<file path="config.mk">
export PLATFORM = sky130hd
export DESIGN_NAME = intr_ctrl_flat
export DESIGN_NICKNAME = d
export VERILOG_FILES = /design/src/rtl/intr_ctrl_if.sv /design/src/rtl/intr_ctrl.sv /design/src/flat_wrapper.sv
export SDC_FILE = /design/constraint.sdc
export NUM_CORES = 1
export LEC_CHECK = 0
export ABC_CLOCK_PERIOD_IN_PS = 2600
export CORE_AREA = 2 2 71 73
export CTS_CLUSTER_DIAMETER = 50
export DETAILED_ROUTE_END_ITERATION = 8
export DIE_AREA = 0 0 73 75
export PLACE_DENSITY = 0.82
export SLEW_MARGIN = 20
export SYNTH_ARGS = -nofsm -noshare
export SYNTH_HDL_FRONTEND = slang
export SYNTH_SLANG_ARGS = --single-unit
</file>
<file path="constraint.sdc">
create_clock -name clk -period 2.6 [get_ports clk]
set_clock_uncertainty 0.15 [all_clocks]
set_input_delay 0.26 -clock clk [delete_from_list [all_inputs] [get_ports clk]]
set_output_delay 0.26 -clock clk [all_outputs]
set_load 0.01 [all_outputs]
</file>
<file path="src/rtl/intr_ctrl_if.sv">
// Register port and CPU interrupt handshake between the CPU side and intr_ctrl.
interface intr_ctrl_if #(
   parameter int ID_W = 4
);
   logic            reg_we;
   logic [1:0]      reg_addr;
   logic [31:0]     reg_wdata;
   logic [31:0]     reg_rdata;
   logic            ack;
   logic            eret;
   logic            irq_out;
   logic [ID_W-1:0] irq_id;

   modport master (
      output reg_we, reg_addr, reg_wdata, ack, eret,
      input  reg_rdata, irq_out, irq_id
   );

   modport slave (
      input  reg_we, reg_addr, reg_wdata, ack, eret,
      output reg_rdata, irq_out, irq_id
   );
endinterface

</file>
<file path="src/rtl/intr_ctrl.sv">
// External interrupt controller: edge capture, masking, fixed priority, REQ/SERVICE handshake.
// Define INTC_TIMER_EN to add a periodic reload timer as lowest-priority source N_SRC.
//
// state   | meaning
// IDLE    | no request outstanding, waiting for an eligible source
// REQ     | irq_out high, waiting for CPU ack
// SERVICE | handler running, waiting for eret
module intr_ctrl #(
   parameter int N_SRC = 8,
   parameter int ID_W  = 4
) (
   input  logic             clk,
   input  logic             rst,
   input  logic [N_SRC-1:0] irq_src,
   intr_ctrl_if.slave       bus
);
`ifdef INTC_TIMER_EN
   localparam int PW = N_SRC + 1;
`else
   localparam int PW = N_SRC;
`endif

   typedef enum logic [1:0] {
      ST_IDLE    = 2'd0,
      ST_REQ     = 2'd1,
      ST_SERVICE = 2'd2
   } state_t;

   state_t            state_q, state_d;
   logic [N_SRC-1:0]  sync1_q, sync2_q, sync3_q;
   logic [PW-1:0]     pend_q, pend_d, mask_q, mask_d;
   logic [PW-1:0]     elig, set_vec, ack_clr;
   logic              irq_out_q, irq_out_d;
   logic [ID_W-1:0]   irq_id_q, irq_id_d, win_id;
   logic              wr_pend, wr_mask, tmr_fire;
   logic              unused_wdata;

   assign wr_pend      = bus.reg_we && (bus.reg_addr == 2'd0);
   assign wr_mask      = bus.reg_we && (bus.reg_addr == 2'd1);
   assign elig         = pend_q & mask_q;
   assign unused_wdata = ^bus.reg_wdata[31:PW];

`ifdef INTC_TIMER_EN
   logic [31:0] reload_q, reload_d, count_q, count_d;

   always_comb begin
      reload_d = reload_q;
      count_d  = count_q;
      tmr_fire = 1'b0;
      if (bus.reg_we && (bus.reg_addr == 2'd3)) begin
         reload_d = bus.reg_wdata;
         count_d  = bus.reg_wdata;
      end else if (count_q != 32'd0) begin
         if (count_q == 32'd1) begin
            tmr_fire = 1'b1;
            count_d  = reload_q;
         end else begin
            count_d = count_q - 32'd1;
         end
      end
   end

   always_ff @(posedge clk) begin
      if (rst) begin
         reload_q <= '0;
         count_q  <= '0;
      end else begin
         reload_q <= reload_d;
         count_q  <= count_d;
      end
   end
`else
   assign tmr_fire = 1'b0;
`endif

   always_comb begin
      set_vec = '0;
      set_vec[N_SRC-1:0] = sync2_q & ~sync3_q;
`ifdef INTC_TIMER_EN
      set_vec[N_SRC] = tmr_fire;
`endif
   end

   // Lowest eligible index wins: scan downward so the last hit is the lowest.
   always_comb begin
      win_id = '0;
      for (int i = PW - 1; i >= 0; i--) begin
         if (elig[i]) win_id = ID_W'(i);
      end
   end

   always_comb begin
      ack_clr = '0;
      for (int i = 0; i < PW; i++) begin
         ack_clr[i] = (state_q == ST_REQ) && bus.ack && (irq_id_q == ID_W'(i));
      end
   end

   // New edges are applied last so a coincident set beats any clear.
   always_comb begin
      pend_d = pend_q & ~ack_clr;
      if (wr_pend) pend_d = pend_d & ~bus.reg_wdata[PW-1:0];
      pend_d = pend_d | set_vec;
      mask_d = wr_mask ? bus.reg_wdata[PW-1:0] : mask_q;
   end

   always_comb begin
      state_d   = state_q;
      irq_out_d = irq_out_q;
      irq_id_d  = irq_id_q;
      case (state_q)
         ST_IDLE: begin
            irq_out_d = 1'b0;
            if (elig != '0) begin
               irq_id_d  = win_id;
               irq_out_d = 1'b1;
               state_d   = ST_REQ;
            end
         end
         ST_REQ: begin
            irq_out_d = 1'b1;
            if (bus.ack) begin
               irq_out_d = 1'b0;
               state_d   = ST_SERVICE;
            end
         end
         ST_SERVICE: begin
            irq_out_d = 1'b0;
            if (bus.eret) state_d = ST_IDLE;
         end
         default: begin
            irq_out_d = 1'b0;
            state_d   = ST_IDLE;
         end
      endcase
   end

   always_ff @(posedge clk) begin
      if (rst) begin
         sync1_q   <= '0;
         sync2_q   <= '0;
         sync3_q   <= '0;
         pend_q    <= '0;
         mask_q    <= '0;
         state_q   <= ST_IDLE;
         irq_out_q <= 1'b0;
         irq_id_q  <= '0;
      end else begin
         sync1_q   <= irq_src;
         sync2_q   <= sync1_q;
         sync3_q   <= sync2_q;
         pend_q    <= pend_d;
         mask_q    <= mask_d;
         state_q   <= state_d;
         irq_out_q <= irq_out_d;
         irq_id_q  <= irq_id_d;
      end
   end

   always_comb begin
      bus.reg_rdata = '0;
      case (bus.reg_addr)
         2'd0: bus.reg_rdata[PW-1:0] = pend_q;
         2'd1: bus.reg_rdata[PW-1:0] = mask_q;
         2'd2: begin
            bus.reg_rdata[1:0]       = state_q;
            bus.reg_rdata[8 +: ID_W] = irq_id_q;
            bus.reg_rdata[16]        = (elig != '0);
         end
`ifdef INTC_TIMER_EN
         2'd3: bus.reg_rdata = count_q;
`endif
         default: bus.reg_rdata = '0;
      endcase
   end

   assign bus.irq_out = irq_out_q;
   assign bus.irq_id  = irq_id_q;
endmodule

</file>
<file path="src/flat_wrapper.sv">
// flat-port wrapper written by rule: the top's interface ports become plain ports
module intr_ctrl_flat 
#(
   parameter int N_SRC = 8,
   parameter int ID_W  = 4
)
  (clk, rst, irq_src, bus_reg_we, bus_reg_addr, bus_reg_wdata, bus_ack, bus_eret, bus_reg_rdata, bus_irq_out, bus_irq_id);
  intr_ctrl_if #(.ID_W(ID_W)) bus_i ();
  input  logic clk;
  input  logic rst;
  input  logic [N_SRC-1:0] irq_src;
  input wire logic [$bits(bus_i.reg_we)-1:0] bus_reg_we;
  input wire logic [$bits(bus_i.reg_addr)-1:0] bus_reg_addr;
  input wire logic [$bits(bus_i.reg_wdata)-1:0] bus_reg_wdata;
  input wire logic [$bits(bus_i.ack)-1:0] bus_ack;
  input wire logic [$bits(bus_i.eret)-1:0] bus_eret;
  output wire logic [$bits(bus_i.reg_rdata)-1:0] bus_reg_rdata;
  output wire logic [$bits(bus_i.irq_out)-1:0] bus_irq_out;
  output wire logic [$bits(bus_i.irq_id)-1:0] bus_irq_id;
  assign bus_i.reg_we = bus_reg_we;
  assign bus_i.reg_addr = bus_reg_addr;
  assign bus_i.reg_wdata = bus_reg_wdata;
  assign bus_i.ack = bus_ack;
  assign bus_i.eret = bus_eret;
  assign bus_reg_rdata = bus_i.reg_rdata;
  assign bus_irq_out = bus_i.irq_out;
  assign bus_irq_id = bus_i.irq_id;
  intr_ctrl #(.N_SRC(N_SRC), .ID_W(ID_W)) u_core (.clk(clk), .rst(rst), .irq_src(irq_src), .bus(bus_i));
endmodule
</file>
# [Word level (Yosys, flattened, before mapping)]
# Index checks and enable logic that the tools add are counted.
# Widths: inputs -> output; s select.
[op_classes] eq_ne=14 n_mux=20 bitwise_logic=8 n_reduce_logical=17
[ops] operator="$and 8x8->8" n=4
[ops] operator="$mux 3" n=8
[ops] operator="$not 8->8" n=3
[ops] operator="$eq 4x3->1 const B" n=4
[ops] operator="$pmux 2 s3" n=2
[ops] operator="$pmux 6 s2" n=1
[ops] operator="$logic_and 1x1->1" n=11
[ops] operator="$eq 4x2->1 const B" n=2
[ops] operator="$mux 8" n=1
[ops] operator="$or 8x8->8" n=1
[ops] operator="$reduce_bool 8->1" n=1
[ops] operator="$mux 2" n=3
[ops] operator="$eq 2x1->1 const B" n=2
[ops] operator="$eq 2x2->1 const B" n=2
[ops] operator="$eq 4x1->1 const B" n=1
[ops] operator="$logic_not 2->1" n=2
[ops] operator="$logic_not 4->1" n=1
[ops] operator="$mux 4" n=1
[ops] operator="$ne 2x2->1 const B" n=2
[ops] operator="$mux 1" n=3
[ops] operator="$reduce_and 3->1" n=1
[ops] operator="$ne 2x1->1 const B" n=1
[ops] operator="$pmux 1 s2" n=1
[ops] operator="$reduce_and 2->1" n=1
[totals] regBits=47 inputBits=47 out_inout_bits=37 elab_cells=67

# [Depth between registers and ports, before layout]
[logic_depth] depth_word=9 mapped_depth=5 ltp_nobuf=4

# [Worst setup path after synthesis]
# Ideal clock, no wire load.
[synth_path] kind="flip-flop to output port" from="register u_core.pend_q[6]" to="output port bus_reg_rdata[16]" arrival_ps=892 t_required_ps=2190 path_slack_ps=1298 path_stages_with_launch=4 path_buffers=0 cell_sequence="dfxtp_1 -> a22oi_2 -> nand4_4 -> and2_1"
[synth_via] elab_chain_len=3
[synth_rtl] item="from (decl)" line="intr_ctrl.sv:31" text="logic [PW-1:0] pend_q, pend_d, mask_q, mask_d;"
[synth_rtl] item="from (signal assigned)" line="intr_ctrl.sv:152" text="pend_q <= pend_d;"
[synth_rtl] item="$and 8x8->8" line="intr_ctrl.sv:40" text="assign elig = pend_q & mask_q;"
[synth_rtl] item="$reduce_bool 8->1" line="intr_ctrl.sv:168" text="bus.reg_rdata[16] = (elig != '0);"
[synth_rtl] item="$mux 1" line="intr_ctrl.sv:162" text="case (bus.reg_addr)"
[synth_rtl] item="to (decl)" line="flat_wrapper.sv:17" text="output wire logic [$bits(bus_i.reg_rdata)-1:0] bus_reg_rdata;"
# No other way between the ends.

# [Final worst setup path]
[layout_path] from="input port bus_reg_addr[1]" to="output port bus_reg_rdata[9]"
[layout_via] elab_chain_len=2
[layout_rtl] item="from (decl)" line="flat_wrapper.sv:13" text="input wire logic [$bits(bus_i.reg_addr)-1:0] bus_reg_addr;"
[layout_rtl] item="$eq 2x2->1" line="intr_ctrl.sv:162"
[layout_rtl] item="$mux 4" line="intr_ctrl.sv:162"
# No other way between the ends.

==> impl_metrics.json <==
{
  "synth_flop_cell": "dfxtp_1",
  "cp_cell_sequence": "clkdlybuf4s50_1, nor2b_1, and2_1, clkdlybuf4s50_1",
  "async_flop_share_pct": 0,
  "die_x_um": 73,
  "arrival_ps": 1930,
  "dr.pass1.iters": 4,
  "grt_pass1_wl_mm": 6.17,
  "worstPathMaxFanout": 6,
  "synth_most_common_cell": "dfxtp_1",
  "num_antenna_cells": 0,
  "hold_class": "register to register",
  "portBuffers": 38,
  "fin_tns_setup_ps": 0,
  "cp_common_cell": "clkdlybuf4s50_1",
  "hold_viol_final": 0,
  "path_buf_inv": 2,
  "register_area_um2": 921,
  "synth_edf_count": 0,
  "io_pins": 84,
  "max_slew.worst_pin.slew_ps": 564,
  "dp.cells": 315,
  "die_y_um": 75,
  "fin_crit_sh_pct": 89.8,
  "timing.rr.start": "u_core.pend_q[2]",
  "leakage_nw": 1.06,
  "outcome": "complete, no violations",
  "startpoint_type": "input pin",
  "syn_area_um2": 2070,
  "rsz0062_at_grt": "false",
  "cts_setup_buffers": 0,
  "ys_types": 35,
  "grt_max_degree": 25,
  "cts_resized": 0,
  "cp.required_ps": 2190,
  "core_um2": 4660,
  "dp_hpwl_mm": 2.88,
  "multi_input_area_um2": 988,
  "r2r_cells": 4,
  "initialDrtViolationCount": 92,
  "rows": 25,
  "holdCritStartpoint": "u_core.sync3_q[1]",
  "period_needed_ps": 2340,
  "holdPathStages": 1,
  "synth_largest_type_area_fraction_pct": 44.4,
  "routedWlPerCell_um": 11.8,
  "cts.clk_slew.worst_paths_ps": 80,
  "viasPerCell": 4.83,
  "ys_seq_area_share_pct": 44.4,
  "clock_latency_ps": 300,
  "cts-root-buf": "clkbuf_8",
  "ir_worst_vdd_uv": 389,
  "finalSetupViolations": 0,
  "power.density_nw_per_um2": 563,
  "grt_pass1_vias": 1397,
  "gp_congestion": 0.799,
  "overflow": 0,
  "cp_top_family": "buffers and inverters",
  "grtUsageTotal_pct": 14.9,
  "rrSetupSlack_ps": 1180,
  "cts_tree": "built",
  "vias": 1561,
  "drive_gt1_share_pct": 8.92,
  "synth_cells": 228,
  "synth_area_leader_cell": "dfxtp_1",
  "slew_violations": 0,
  "fillers": 430,
  "cts_buffer_depth": 2,
  "end_kind": "output pin",
  "synth_area_leaders": "dfxtp_1, buf_4, nor2b_1",
  "timing.slew.headroom_pct": 62.3,
  "cts_num_sinks": 46,
  "fmax_ghz": 0.428,
  "r2r_end": "u_core.bus.irq_id[0]",
  "final_nets": 315,
  "stdcell_count": 323,
  "worstHoldEndpoint": "u_core.pend_q[1]",
  "ys_top_cells_by_count": "dfxtp_1, buf_4, nand2_1, nor2b_1, a21oi_1",
  "ant_nets": 0,
  "finalWirelength_mm": 3.83,
  "slowest_stage": "clkdlybuf4s50_1",
  "die-area_um2": 5480,
  "drc": 0,
  "critPathKind": "input pin to output pin",
  "start_util_pct": 44.5,
  "drv_cap": 0,
  "max_stage_delay_ps": 610,
  "syn_to_final_growth_pct": 22.6,
  "cts_inserted_buffers": 5,
  "yosysWarnings": 0,
  "cts_hold_buf": 0,
  "postSynthAreaPerCell_um2": 9.09,
  "cts_max_level": 2,
  "ys_ff_latch": 46,
  "antenna_found_initial": 0
}
[final cells by class]
type	count	share of cell area, %
Multi-Input combinational cell	162	38.9
Sequential cell	46	36.2
Timing Repair Buffer	43	16.4
Clock buffer	6	2.85
Tap cell	54	2.66
Clock inverter	2	1.48
Inverter	10	1.48
[layer usage]
metal	global-route usage [%]	routed length, µm	up-vias
li1	-	-	803
met1	17.7	1600	704
met2	24.8	1940	46
met3	4.69	206	8
met4	6.58	77	0
met5	0	0	-
[worst register-to-register path, cell delays in order (launching register included)]
cell and delay [ps]:
dfxtp_1 450, nand2_1 100, a32o_1 260, a31oi_1 230, o21ai_1 120
[worst max-delay path by stage]
stage / startpoint / endpoint / cells past startpoint
floorplan: u_core.pend_q[6] / bus_reg_rdata[16] / 3
finish: bus_reg_addr[1] / bus_reg_rdata[9] / 4
global route: bus_reg_addr[0] / bus_reg_rdata[0] / 5
detailed placement: bus_reg_addr[1] / bus_reg_rdata[9] / 4
CTS: bus_reg_addr[1] / bus_reg_rdata[9] / 4
global placement: bus_reg_addr[1] / bus_reg_rdata[16] / 4
[metrics by stage]
stage,hold slack [ps],instance area [µm²],setup WS [ps],power [mW],utilization [%]
floorplan,210,2150,1300,0.880,-
global placement,243,2430,303,0.920,52.2
detailed placement,249,2430,265,0.925,52.2
CTS,260,2540,258,1.44,54.6
global route,277,2540,159,1.49,54.6
finish,257,2540,264,1.43,54.6
[where the power goes]
group	total [mW]	internal, mW	leakage (nW)	switching (mW)
combinational	0.153	0.0783	0.630	0.0744
sequential	0.757	0.733	0.377	0.0240
clock	0.523	0.287	0.0514	0.236
total	1.43	1.10	1.06	0.335
[kinds of logic after synthesis]
| group | synth area share [%] |
|---|---|
| multiplexers | 3.86 |
| other | 0.181 |
| flip-flops | 44.4 |
| AND/OR/NAND/NOR | 23.7 |
| AO/OA/AOI/OAI | 16.4 |
| buffers and inverters | 11.5 |
[registers in the layout (all words and copies together), names as in the netlist]
name                cells
u_core.pend_q           8
u_core.sync1_q          8
u_core.mask_q           8
u_core.sync3_q          8
u_core.state_q          2
u_core.bus.irq_out      1
u_core.bus.irq_id       3
u_core.sync2_q          8
[layout by cell type, fill, tap and decap left out, types with 3 or more instances in the layout]
| cell | instances |
|---|---|
| dfxtp_1 | 46 |
| clkdlybuf4s50_1 | 38 |
| nand2_1 | 21 |
| conb_1 | 21 |
| nor2b_1 | 20 |
| a21oi_1 | 17 |
| o21ai_1 | 13 |
| nor2_1 | 10 |
| nand2b_1 | 10 |
| inv_1 | 10 |
| mux2i_1 | 8 |
| nand3_1 | 8 |
| clkbuf_8 | 5 |
| buf_4 | 5 |
| and2_1 | 4 |
| o21ai_0 | 3 |
| or2b_1 | 3 |
(Power assumes the default switching activity.)
==> variant, RTL diff (config.mk and constraints unchanged) <==
`ID_W` is set to 4 in 3 places; all go to 6.
--- a/src/rtl/intr_ctrl_if.sv
+++ b/src/rtl/intr_ctrl_if.sv
@@ -1,5 +1,5 @@
 // Register port and CPU interrupt handshake between the CPU side and intr_ctrl.
 interface intr_ctrl_if #(
-   parameter int ID_W = 4
+   parameter int ID_W = 6
 );
    logic            reg_we;
--- a/src/rtl/intr_ctrl.sv
+++ b/src/rtl/intr_ctrl.sv
@@ -8,5 +8,5 @@
 module intr_ctrl #(
    parameter int N_SRC = 8,
-   parameter int ID_W  = 4
+   parameter int ID_W  = 6
 ) (
    input  logic             clk,
--- a/src/flat_wrapper.sv
+++ b/src/flat_wrapper.sv
@@ -3,5 +3,5 @@
 #(
    parameter int N_SRC = 8,
-   parameter int ID_W  = 4
+   parameter int ID_W  = 6
 )
   (clk, rst, irq_src, bus_reg_we, bus_reg_addr, bus_reg_wdata, bus_ack, bus_eret, bus_reg_rdata, bus_irq_out, bus_irq_id);
Ports: changed (resized bus_irq_id); port bits go from 84 to 86. The function was not compared with the original's and may differ.
==> variant against the unedited design <==
  * Sequential share of layout area increased by 0.31 points
  * Area after synthesis increased by 0.72%
  * Final area decreased by 0.84%
  * Fmax increased by 2.3%
  * Setup slack improved by 0.053 ns
  * Count of clock-buffer cells in the layout increased by 1
  * Non-clock buffer count decreased by 1
  * Routed wire length decreased by 0.47%
  * Via count unchanged
  * Worst hold slack got worse by 0.012 ns
  * Power decreased by 8.5%
  * Sequential cell count unchanged
  * Critical path type unchanged
==> variant: results (changes against the unedited design) <==
| Metric | Value |
|---|---|
| Layout cells sized above 1 | `0.0781 (-0.0112)` |
| R2r endpoint | `u_core.pend_q[4]` |
| Post-DRT Antenna Nets | `0 (unchanged)` |
| # port buffers | `38 (unchanged)` |
| DR WL met2 | `1900 um (-2.0%)` |
| Reg2Reg Setup Slack | `1.19 ns` |
| WHS Endpoint | `u_core.pend_q[3]` |
| Setup bufs post-CTS | `0 (unchanged)` |
| Placer congestion estimate | `0.808 (+1.1%)` |
| Antenna violations before repair | `0 (unchanged)` |
| M1 WL | `1640 um (+2.2%)` |
| Root buffer cell | `clkbuf_8` |
| Vias in the first global route | `1303 (-6.7%)` |
| Synth Instances | `230 (+0.88%)` |
| CP startpoint | `bus_reg_addr[1]` |
| Synth cell count leaders | `dfxtp_1, buf_4, nand2_1, nor2b_1, a21oi_1` |
| Largest net degree at the start of global routing | `48 (+92%)` |
| Top post-synthesis cells by area | `dfxtp_1, buf_4, nor2b_1, a21oi_1, mux2i_1` |
| Worst vdd ir | `0.291 mV (-25%)` |
| Worst r2r src | `u_core.state_q[0]` |
| Seq/Total Area, Yosys | `0.441 (-0.00319)` |
| Hold slack | `0.245 ns (-0.0121 ns)` |
| First-pass GRT wire length | `5850 um (-5.1%)` |
| Cell depth of the worst hold path | `1 (unchanged)` |
| Gr usage total | `0.143 (-0.00549)` |
| CTS HTree Levels | `2 (unchanged)` |
| Starting DRT DRC Count | `101 (+9.8%)` |
| Clock transition at path regs | `0.08 ns (about the same)` |
| Post-place setup slack | `0.310 ns (+0.0446 ns)` |
| Cell area after placement | `2440 um^2 (+0.51%)` |
| PostCTS Resize Cnt | `0 (unchanged)` |
| Worst EP arrival | `1.87 ns (-0.06 ns)` |
| HPWL after DPL | `2900 um (+0.76%)` |
| Psw | `313 uW (-6.6%)` |
| Status | `completed` |
| Lkg Pwr | `1.05 nW (-0.65%)` |
| Hold crit path type | `register to register` |
| Met3 WL | `183 um (-11%)` |
| Startpoint of the worst hold path | `u_core.sync3_q[3]` |
| Total routed wirelength | `3810 um (-0.47%)` |
| Number of diodes | `0 (unchanged)` |
==> variant: cell types whose count changed after synthesis <==
cell	delta
buf_4	+2
==> variant: per-layer routing <==
layer,GRT usage,up-vias
met4,0.0617,0
met1,0.166,707
met2,0.245,46
met3,0.0455,8
li1,-,800
met5,0,-
==> variant: cell type report <==
cell class	count	area, um^2
flip-flops and latches	46	921
multi-input cells	164	996
well taps	54	67.6
inverters	10	37.5
fillers	419	2140
clock buffers	7	76.3
repair buffers	42	423
==> variant: worst max-delay path by stage <==
| stage | endpoint | slack [ns] | cells past startpoint |
|---|---|---|---|
| floorplan | bus_reg_rdata[16] | 1.30 | 3 |
| global placement | bus_reg_rdata[16] | 0.30 | 4 |
| detailed placement | bus_reg_rdata[16] | 0.31 | 4 |
| CTS | bus_reg_rdata[16] | 0.29 | 4 |
| global route | bus_reg_rdata[10] | 0.21 | 4 |
| finish | bus_reg_rdata[8] | 0.32 | 4 |
==> variant: kinds of logic after synthesis <==
family / Yosys count / synth area share
multiplexers: 8 / 0.0383
other: 1 / 0.00180
buffers and inverters: 42 / 0.122
AND/OR/NAND/NOR: 85 / 0.235
AO/OA/AOI/OAI: 48 / 0.162
flip-flops: 46 / 0.441
==> variant: power groups by stage <==
stage	registers, mW	clock network, mW	logic [mW]
after floorplan	0.768	0	0.116
after global routing	0.760	0.439	0.170
final	0.756	0.399	0.155
after CTS	0.756	0.409	0.156
after global placement	0.771	0	0.152
after detailed placement	0.773	0	0.155
==> variant: worst max-delay path: cells and delay by family <==
kind / cells / cell delay (ns)
and+or+nand+nor: 2 / 0.47
buffers and inverters: 2 / 1.14
